==> src/rtl/dma_oam_controller_pkg.sv <==
// Shared constants, state encoding and source-page helper for the OAM DMA sequencer.
package dma_oam_controller_pkg;

  localparam int unsigned DMA_BYTE_COUNT   = 160;
  localparam logic [15:0] DMA_OAM_BASE     = 16'hFE00;
  localparam logic [15:0] DMA_REG_ADDR_DEF = 16'hFF46;
  localparam logic [7:0]  ECHO_PAGE_FIRST  = 8'hE0;
  localparam logic [7:0]  ECHO_PAGE_OFFSET = 8'h20;

  typedef enum logic [2:0] {
    ST_IDLE  = 3'd0,
    ST_START = 3'd1,
    ST_READ  = 3'd2,
    ST_WRITE = 3'd3,
    ST_DONE  = 3'd4
  } dma_state_e;

  // Echo RAM (E000-FDFF) aliases work RAM 0x2000 lower.
  function automatic logic [7:0] src_page(input logic [7:0] hi);
    if (hi >= ECHO_PAGE_FIRST) begin
      return hi - ECHO_PAGE_OFFSET;
    end else begin
      return hi;
    end
  endfunction

endpackage

==> src/rtl/dma_oam_controller.sv <==
// OAM DMA sequencer: passes CPU traffic to the MMU while idle, and on a write to
// the DMA register takes the bus to copy one source page prefix into OAM.
module dma_oam_controller
  import dma_oam_controller_pkg::*;
#(
  parameter int unsigned BYTE_COUNT   = DMA_BYTE_COUNT,
  parameter logic [15:0] OAM_BASE     = DMA_OAM_BASE,
  parameter logic [15:0] DMA_REG_ADDR = DMA_REG_ADDR_DEF
) (
  input  logic        iClock,
  input  logic        iReset,
  input  logic [15:0] iCpuAddr,
  input  logic [7:0]  iCpuData,
  input  logic        iCpuWe,
  output logic        oCpuStall,
  output logic [15:0] oMmuAddr,
  output logic [7:0]  oMmuData,
  output logic        oMmuWe,
  input  logic [7:0]  iMmuData,
  output logic        oDmaActive,
  output logic        oDmaDone
);

  localparam logic [7:0] LAST_IDX = 8'(BYTE_COUNT - 1);

  dma_state_e r_state;
  dma_state_e w_state_nxt;
  logic [7:0] r_idx;
  logic [7:0] w_idx_nxt;
  logic [7:0] r_src_hi;
  logic [7:0] w_src_hi_nxt;
  logic [7:0] w_src_page;
  logic       w_trigger;

  assign w_src_page = src_page(r_src_hi);
  assign w_trigger  = iCpuWe && (iCpuAddr == DMA_REG_ADDR);

  // State, byte index and latched source page.
  always_ff @(posedge iClock) begin
    if (iReset) begin
      r_state  <= ST_IDLE;
      r_idx    <= 8'd0;
      r_src_hi <= 8'd0;
    end else begin
      r_state  <= w_state_nxt;
      r_idx    <= w_idx_nxt;
      r_src_hi <= w_src_hi_nxt;
    end
  end

  // Next-state logic and bus mux; pass-through is the default.
  always_comb begin
    w_state_nxt  = r_state;
    w_idx_nxt    = r_idx;
    w_src_hi_nxt = r_src_hi;
    oMmuAddr     = iCpuAddr;
    oMmuData     = iCpuData;
    oMmuWe       = iCpuWe;
    oCpuStall    = 1'b0;
    oDmaActive   = 1'b0;
    oDmaDone     = 1'b0;

    case (r_state)
      ST_IDLE, ST_DONE: begin
        oDmaDone = (r_state == ST_DONE);
        if (w_trigger) begin
          w_src_hi_nxt = iCpuData;
          w_idx_nxt    = 8'd0;
          w_state_nxt  = ST_START;
        end else begin
          w_state_nxt  = ST_IDLE;
        end
      end
      ST_START: begin
        oMmuAddr    = {w_src_page, 8'h00};
        oMmuData    = 8'h00;
        oMmuWe      = 1'b0;
        oCpuStall   = 1'b1;
        oDmaActive  = 1'b1;
        w_state_nxt = ST_READ;
      end
      ST_READ: begin
        oMmuAddr    = {w_src_page, r_idx};
        oMmuData    = 8'h00;
        oMmuWe      = 1'b0;
        oCpuStall   = 1'b1;
        oDmaActive  = 1'b1;
        w_state_nxt = ST_WRITE;
      end
      ST_WRITE: begin
        oMmuAddr   = OAM_BASE + {8'h00, r_idx};
        oMmuData   = iMmuData;
        // A reset arriving during the write cycle must not land one more byte.
        oMmuWe     = ~iReset;
        oCpuStall  = 1'b1;
        oDmaActive = 1'b1;
        w_idx_nxt  = r_idx + 8'd1;
        if (r_idx == LAST_IDX) begin
          w_state_nxt = ST_DONE;
        end else begin
          w_state_nxt = ST_READ;
        end
      end
      default: begin
        w_state_nxt = ST_IDLE;
      end
    endcase
  end

endmodule

==> config.mk <==
export PLATFORM = sky130hd
export DESIGN_NAME = dma_oam_controller
export DESIGN_NICKNAME = d
export VERILOG_FILES = /design/src/rtl/dma_oam_controller_pkg.sv /design/src/rtl/dma_oam_controller.sv
export SDC_FILE = /design/constraint.sdc
export NUM_CORES = 1
export LEC_CHECK = 0
export ABC_AREA = 1
export CAP_MARGIN = 5
export CORE_UTILIZATION = 39
export DETAILED_ROUTE_END_ITERATION = 8
export GPL_TIMING_DRIVEN = 0
export PLACE_DENSITY = 0.79
export SLEW_MARGIN = 20
export SYNTH_ARGS = -nofsm -noshare
export SYNTH_HDL_FRONTEND = slang
export SYNTH_SLANG_ARGS = --single-unit
==> constraint.sdc <==
create_clock -name iClock -period 1.7 [get_ports iClock]
set_input_delay 0.34 -clock iClock [delete_from_list [all_inputs] [get_ports iClock]]
set_output_delay 0.34 -clock iClock [all_outputs]
set_load 0.02 [all_outputs]
==> key figures, run 1 <==
Run
  • Max-Cap Viols: 0

Place
  • Port Buffers: 62
  • Setup WS pre-CTS: -883 ps
  • Placed Area: 1880 µm²
  • Post-DP HPWL: 2810 µm
  • RD Place Congestion: 0.944

Timing
  • Clock Skews: 5.15 ps
  • Worst Tran Pin Value: 294 ps
  • Setup violators final: 24
  • Hold Fails Final Rpt: 0
  • Setup TNS: -3230 ps
  • Hold_ws: 501 ps
  • Final worst slack: -213 ps
  • Relative slew slack: 80.4%
  • Highest clock rate: 523 MHz
  • Final min period: 1910 ps
  • Final Cycle Share: 113%
  • RSZ-0062 raised after global routing: true
  • Fin. max-slew vios: 0

Clock tree
  • Root buffer cell: clkbuf_4
  • Clk slew on worst S/H paths: 120 ps
  • CTS Buffer Depth: 2
  • CTS buffer count: 3
  • Worst-Skew Late Latency: 310 ps
  • CTS Sinks: 19
  • CTS Hold Buffers Added: 0
  • H-Tree Depth: 1
  • CTS tree: yes

Die
  • Initial core utilization: 42.5%
  • Die area: 3340 µm²
  • Chip Height: 57.8 µm
  • IO Count: 63
  • Row count: 19
  • Core footprint: 2850 µm²
  • Die width: 57.8 µm

Finish
  • Design area: 2200 µm²
  • Fillers: 214
  • Synthesis-to-layout area growth: 81.0%
  • Proportion of layout cells with a drive suffix above 1: 33.0%
  • Diode count: 0
  • Nets: 302

Logic synthesis
  • Yosys cell types: 27
  • Seq/Total Area, Yosys: 31.3%
  • Mean Syn Cell Area: 6.78 µm²
  • Synth Register Bits: 19
  • Post-synth net total: 216
  • Synthesized area: 1210 µm²
  • Post-Synthesis Cells: 179
  • Yosys Warn Count: 0

GRT
  • Grt ovf: 0
  • Largest net degree at the start of global routing: 15
  • Initial antenna violation count: 0
  • Vias in the first global route: 1,316
  • Gr usage total: 24.5%
  • First-pass GRT wire length: 6280 µm

Route
  • # DRC: 4
  • Vias/cell: 5.42
  • Routed vias: 1,598
  • DRT Wirelength: 4360 µm
  • Routed WL per cell: 14.8 µm
  • Post-route ant nets: 0
  • Drt pass-1 iters: 6
  • DRT iter0 DRCs: 107

Pwr
  • Leakage power total: 0.959 nW
  • Peak VDD IR: 382 µV
  • PD cells: 433 nW/µm²

Worst hold path
  • Hold crit path type: input pin to flop
  • Hold depth: 2
  • Beginning of the worst hold path: iReset
  • Min-Delay Endpoint: r_idx[6]$_SDFFE_PP0P_

Critical path
  • Reg2reg start: r_state[1]$_SDFF_PP0_
  • Crit-path cells: nor2_4 > inv_2 > or2_4 > nand2_4 > inv_4 > o22a_1 > buf_6
  • Crit path DAT: 1570 ps
  • Crit Path Max Fanout: 6
  • CP required: 1360 ps
  • CP Capture Type: output pin
  • RR Endpoint: r_src_hi[0]$_SDFFE_PP0P_
  • Reg-to-reg slack, setup: -10 ps
  • CP peak stage delay: 390 ps
  • WS Path Type: flop to output pin
  • CP startpoint kind: flop
  • Reg2Reg Depth: 10
  • Critical Path Slowest Stage Cell: dfxtp_4

Run status
  • Violated checks: DRC, setup timing
  • Outcome: complete, but fails checks
worst max-delay path: cells and delay by family (launching register included):
family / cells / cell delay [ps]
buffers and inverters: 3 / 240
AND/OR/NAND/NOR: 3 / 450
AO/OA/AOI/OAI: 1 / 170
flip-flops: 1 / 390
worst max path at each step:
stage                          start  cells after the start      endpoint
2_1_floorplan  r_state[1]$_SDFF_PP0_                      4   oMmuAddr[7]
3_3_place_gp                  iReset                      6        oMmuWe
3_5_place_dp                  iReset                      6        oMmuWe
4_1_cts        r_state[1]$_SDFF_PP0_                      8  oMmuAddr[15]
5_1_grt        r_state[2]$_SDFF_PP0_                      7  oMmuAddr[15]
6_report       r_state[2]$_SDFF_PP0_                      7  oMmuAddr[15]
cells in the final DEF (no fill, tap or decap), types with 5 or more instances in the layout:
master	n
clkdlybuf4s50_1	33
buf_6	30
nor2_1	23
inv_1	20
buf_4	20
nand2_1	19
o21ai_0	15
dfxtp_1	15
nand3_1	12
a22o_1	9
a21oi_1	7
o22a_1	6
nor3_1	5
timing repair:
action                     CTS  global route
gates resized for setup    167            50
pin swaps                    7             7
setup endpoints to repair   28            29
buffers inserted            10            10
cloned                       2             0
power by group:
| group | leakage [nW] | total, mW | internal, mW | switching (mW) |
|---|---|---|---|---|
| clock | 0.0139 | 0.244 | 0.0898 | 0.154 |
| combinational | 0.789 | 0.268 | 0.158 | 0.110 |
| sequential | 0.156 | 0.440 | 0.440 | 0.00000535 |
layout make-up:
| cell class | instances | area [µm²] | share of cell area, % |
|---|---|---|---|
| Buffer | 5 | 52.6 | 2.39 |
| Timing Repair Buffer | 82 | 790 | 35.9 |
| Inverter | 26 | 109 | 4.95 |
| Tap cell | 31 | 38.8 | 1.77 |
| Sequential cell | 19 | 393 | 17.9 |
| Clock buffer | 3 | 22.5 | 1.03 |
| Clock inverter | 1 | 7.51 | 0.342 |
| Multi-Input combinational cell | 128 | 785 | 35.7 |
per-stage QoR:
stage	total power, mW	std cells	utilization, %
after floorplan	0.544	179	-
after global placement	0.703	272	65.8
after detailed placement	0.702	272	65.8
after CTS	0.922	287	70.5
after global routing	0.982	295	77.0
final	0.952	295	77.0
cells in the mapped netlist:
master	number	area, µm²
or2_1	1	6.26
buf_2	3	15.0
nand4_1	3	18.8
o21ai_0	20	100
nand3_2	1	10.0
nand2_1	22	82.6
nor3_1	5	25.0
o22ai_1	2	12.5
a22o_1	9	78.8
nor3b_1	1	7.51
ha_1	2	25.0
o21ai_2	1	8.76
buf_4	2	15.0
inv_1	22	82.6
dfxtp_1	19	380
a31oi_1	2	12.5
nor2_2	2	12.5
a21oi_1	8	40.0
nand3_1	12	60.1
clkbuf_1	1	3.75
o22a_1	6	52.6
nand2_2	1	6.26
a32o_1	3	30.0
nor2_4	1	11.3
nand3b_1	1	7.51
inv_2	4	15.0
nor2_1	25	93.8
cell families (layout without fill, tap and decap cells):
group,after synthesis,count (layout),share of synthesized area [%]
simple gates,75,75,28.1
compound gates,51,51,27.6
buf+inv,32,117,10.8
flops,19,19,31.3
fa+ha+maj,2,2,2.06
sequential cells by signal (all words and copies together) (netlist names):
signal / count
r_src_hi: 8
r_idx: 8
r_state: 3
routing by layer:
layer	routed length [µm]	up-vias	track usage, %
li1	-	786	-
met1	1920	723	34.1
met2	2040	79	39.5
met3	292	10	3.57
met4	105	0	7.14
met5	0	-	0
Note: power is estimated with default switching activity, not from simulation.
==> inputs of run 2 (changes only) <==
SKIP_CTS_REPAIR_TIMING = 1   (was unset)
==> run 2 against run 1 <==
  * The flow still finishes with violations (DRC, setup timing)
  * Die area stayed put
  * Setup slack worse by 91 ps
  * First-iteration DRC count is 6.5% lower
  * Clock power is 5% lower
  * Register-to-register slack better by 30 ps
  * Critical path depth is 1 higher
  * Sequential power hardly changed
  * Clock skew is 2.4 ps lower
  * Cell count is 1.0% lower
  * Via count is 1.6% lower
  * Fmax is 4.5% lower
  * Core utilization is 0.96 points lower
  * Largest cell class unchanged
  * Highest routed layer unchanged
==> key figures, run 2 (synthesized netlist as in run 1, its figures left out) <==
Run status
  • Outcome: complete, but fails checks
  • Violated checks: DRC, setup timing

Timing
  • Final worst slack: -304 ps
  • Final Cycle Share: 118%
  • Final min period: 2000 ps
  • Highest clock rate: 499 MHz
  • RSZ-0062 raised after global routing: true
  • Hold_ws: 403 ps
  • Relative slew slack: 78.8%
  • Worst Tran Pin Value: 318 ps
  • Hold Fails Final Rpt: 0
  • Setup violators final: 26
  • Clock Skews: 2.78 ps
  • Fin. max-slew vios: 0

Critical path
  • CP Capture Type: output pin
  • Crit path DAT: 1660 ps
  • WS Path Type: flop to output pin
  • Critical Path Slowest Stage Cell: dfxtp_4
  • Crit Path Max Fanout: 6
  • CP Depth: 8
  • CP startpoint kind: flop
  • CP peak stage delay: 410 ps
  • Reg2Reg Depth: 9
  • CP required: 1360 ps
  • Crit-path cells: inv_4 > nor2_4 > inv_2 > or2_4 > nand2_4 > inv_4 > o22a_1 > buf_6
  • CP dominant cell by count: inv_4
  • CP delay by family, top: simple AND/OR/NAND/NOR gates
  • CP bufs+invs: 4

Clock tree
  • CTS buffer count: 3
  • H-Tree Depth: 1
  • Worst-Skew Late Latency: 300 ps
  • Clk slew on worst S/H paths: 110 ps
  • Root buffer cell: clkbuf_4
  • CTS Sinks: 19
  • CTS tree: yes
  • CTS Buffer Depth: 2

Route
  • # DRC: 4
  • Post-route ant nets: 0
  • Routed vias: 1,573
  • DRT iter0 DRCs: 100
  • DRT Wirelength: 4280 µm
  • Vias/cell: 5.39
  • Routed WL per cell: 14.7 µm
  • Drt pass-1 iters: 6

GRT
  • Largest net degree at the start of global routing: 13
  • Gr usage total: 21.1%
  • Initial antenna violation count: 0
  • Vias in the first global route: 1,179
  • First-pass GRT wire length: 5440 µm
  • Grt ovf: 0

Pwr
  • Tot Pwr: 941 µW
  • Leakage power total: 0.940 nW
  • PD cells: 434 nW/µm²
  • Peak VDD IR: 381 µV

Run
  • Max-Cap Viols: 0

Finish
  • Most common cell after layout, fill and taps aside: clkdlybuf4s50_1
  • Diode count: 0
  • Proportion of layout cells with a drive suffix above 1: 29.9%
  • Most frequent cells in the layout: 33 x clkdlybuf4s50_1, 29 x buf_6, 23 x nor2_1
  • Synthesis-to-layout area growth: 78.8%
  • Fillers: 228
  • Nets: 299
  • Biggest regs: r_idx (8), r_src_hi (8), r_state (3)
  • Finished Core Util: 76.1%

Die
  • Initial core utilization: 42.5%
  • IO Count: 63
  • Die width: 57.8 µm
  • Die area: 3340 µm²
  • Row count: 19
  • Chip Height: 57.8 µm
  • Core footprint: 2850 µm²

Worst hold path
  • Hold depth: 2
  • Hold crit path type: input pin to flop

Place
  • Post-DP HPWL: 2810 µm
  • RD Place Congestion: 0.944
  • Port Buffers: 62
-- run 2: cell count changes in the layout (fill, tap and decap cells not counted), moves of 2 or more --
cell	delta
buf_4	-3
a32o_2	-2
buf_2	-2
o21ai_0	+2
dlymetal6s2s_1	+2
a32o_1	+2
-- run 2: power by group --
group | internal (mW) | total (mW) | leakage, nW | switching (mW)
Clock | 0.0896 | 0.232 | 0.0139 | 0.142
Sequential | 0.442 | 0.442 | 0.155 | 0.00000660
Combinational | 0.159 | 0.268 | 0.771 | 0.109
-- run 2: worst paths after layout --
check                                            from                       end  slack [ps]
worst max register to register  r_state[1]$_SDFF_PP0_  r_src_hi[4]$_SDFFE_PP0P_          20
worst max-delay path            r_state[1]$_SDFF_PP0_              oMmuAddr[15]        -300
worst min-delay path                           iReset     r_state[0]$_SDFF_PP0_         400
worst min register to register  r_idx[5]$_SDFFE_PP0P_     r_idx[5]$_SDFFE_PP0P_         500
-- run 2: cell type report --
| class | count | area, µm² | area share, % |
|---|---|---|---|
| inverter | 26 | 109 | 5.02 |
| multi-input combinational | 128 | 763 | 35.2 |
| timing repair buffer | 79 | 793 | 36.6 |
| clock buffer | 3 | 22.5 | 1.04 |
| clock inverter | 1 | 7.51 | 0.346 |
| sequential | 19 | 389 | 17.9 |
| tap | 31 | 38.8 | 1.79 |
| buffer | 5 | 46.3 | 2.13 |
-- run 2: through the flow --
stage | cell area (µm²) | setup WS, ps | setup TNS [ps] | std cells
finish | 2170 | -304 | -4770 | 292
global route | 2170 | -356 | -6520 | 292
global placement | 1880 | -891 | -12280 | 272
detailed placement | 1880 | -883 | -12510 | 272
floorplan | 1220 | 47.6 | 0 | 179
CTS | 1910 | -891 | -20940 | 276
-- run 2: layer usage --
metal | GRT usage [%] | part of all wire (%) | vias to the layer above
li1 | - | - | 780
met1 | 30.0 | 45 | 730
met2 | 33.9 | 48 | 55
met3 | 2.46 | 6.0 | 8
met4 | 6.12 | 1.7 | 0
met5 | 0 | 0 | -
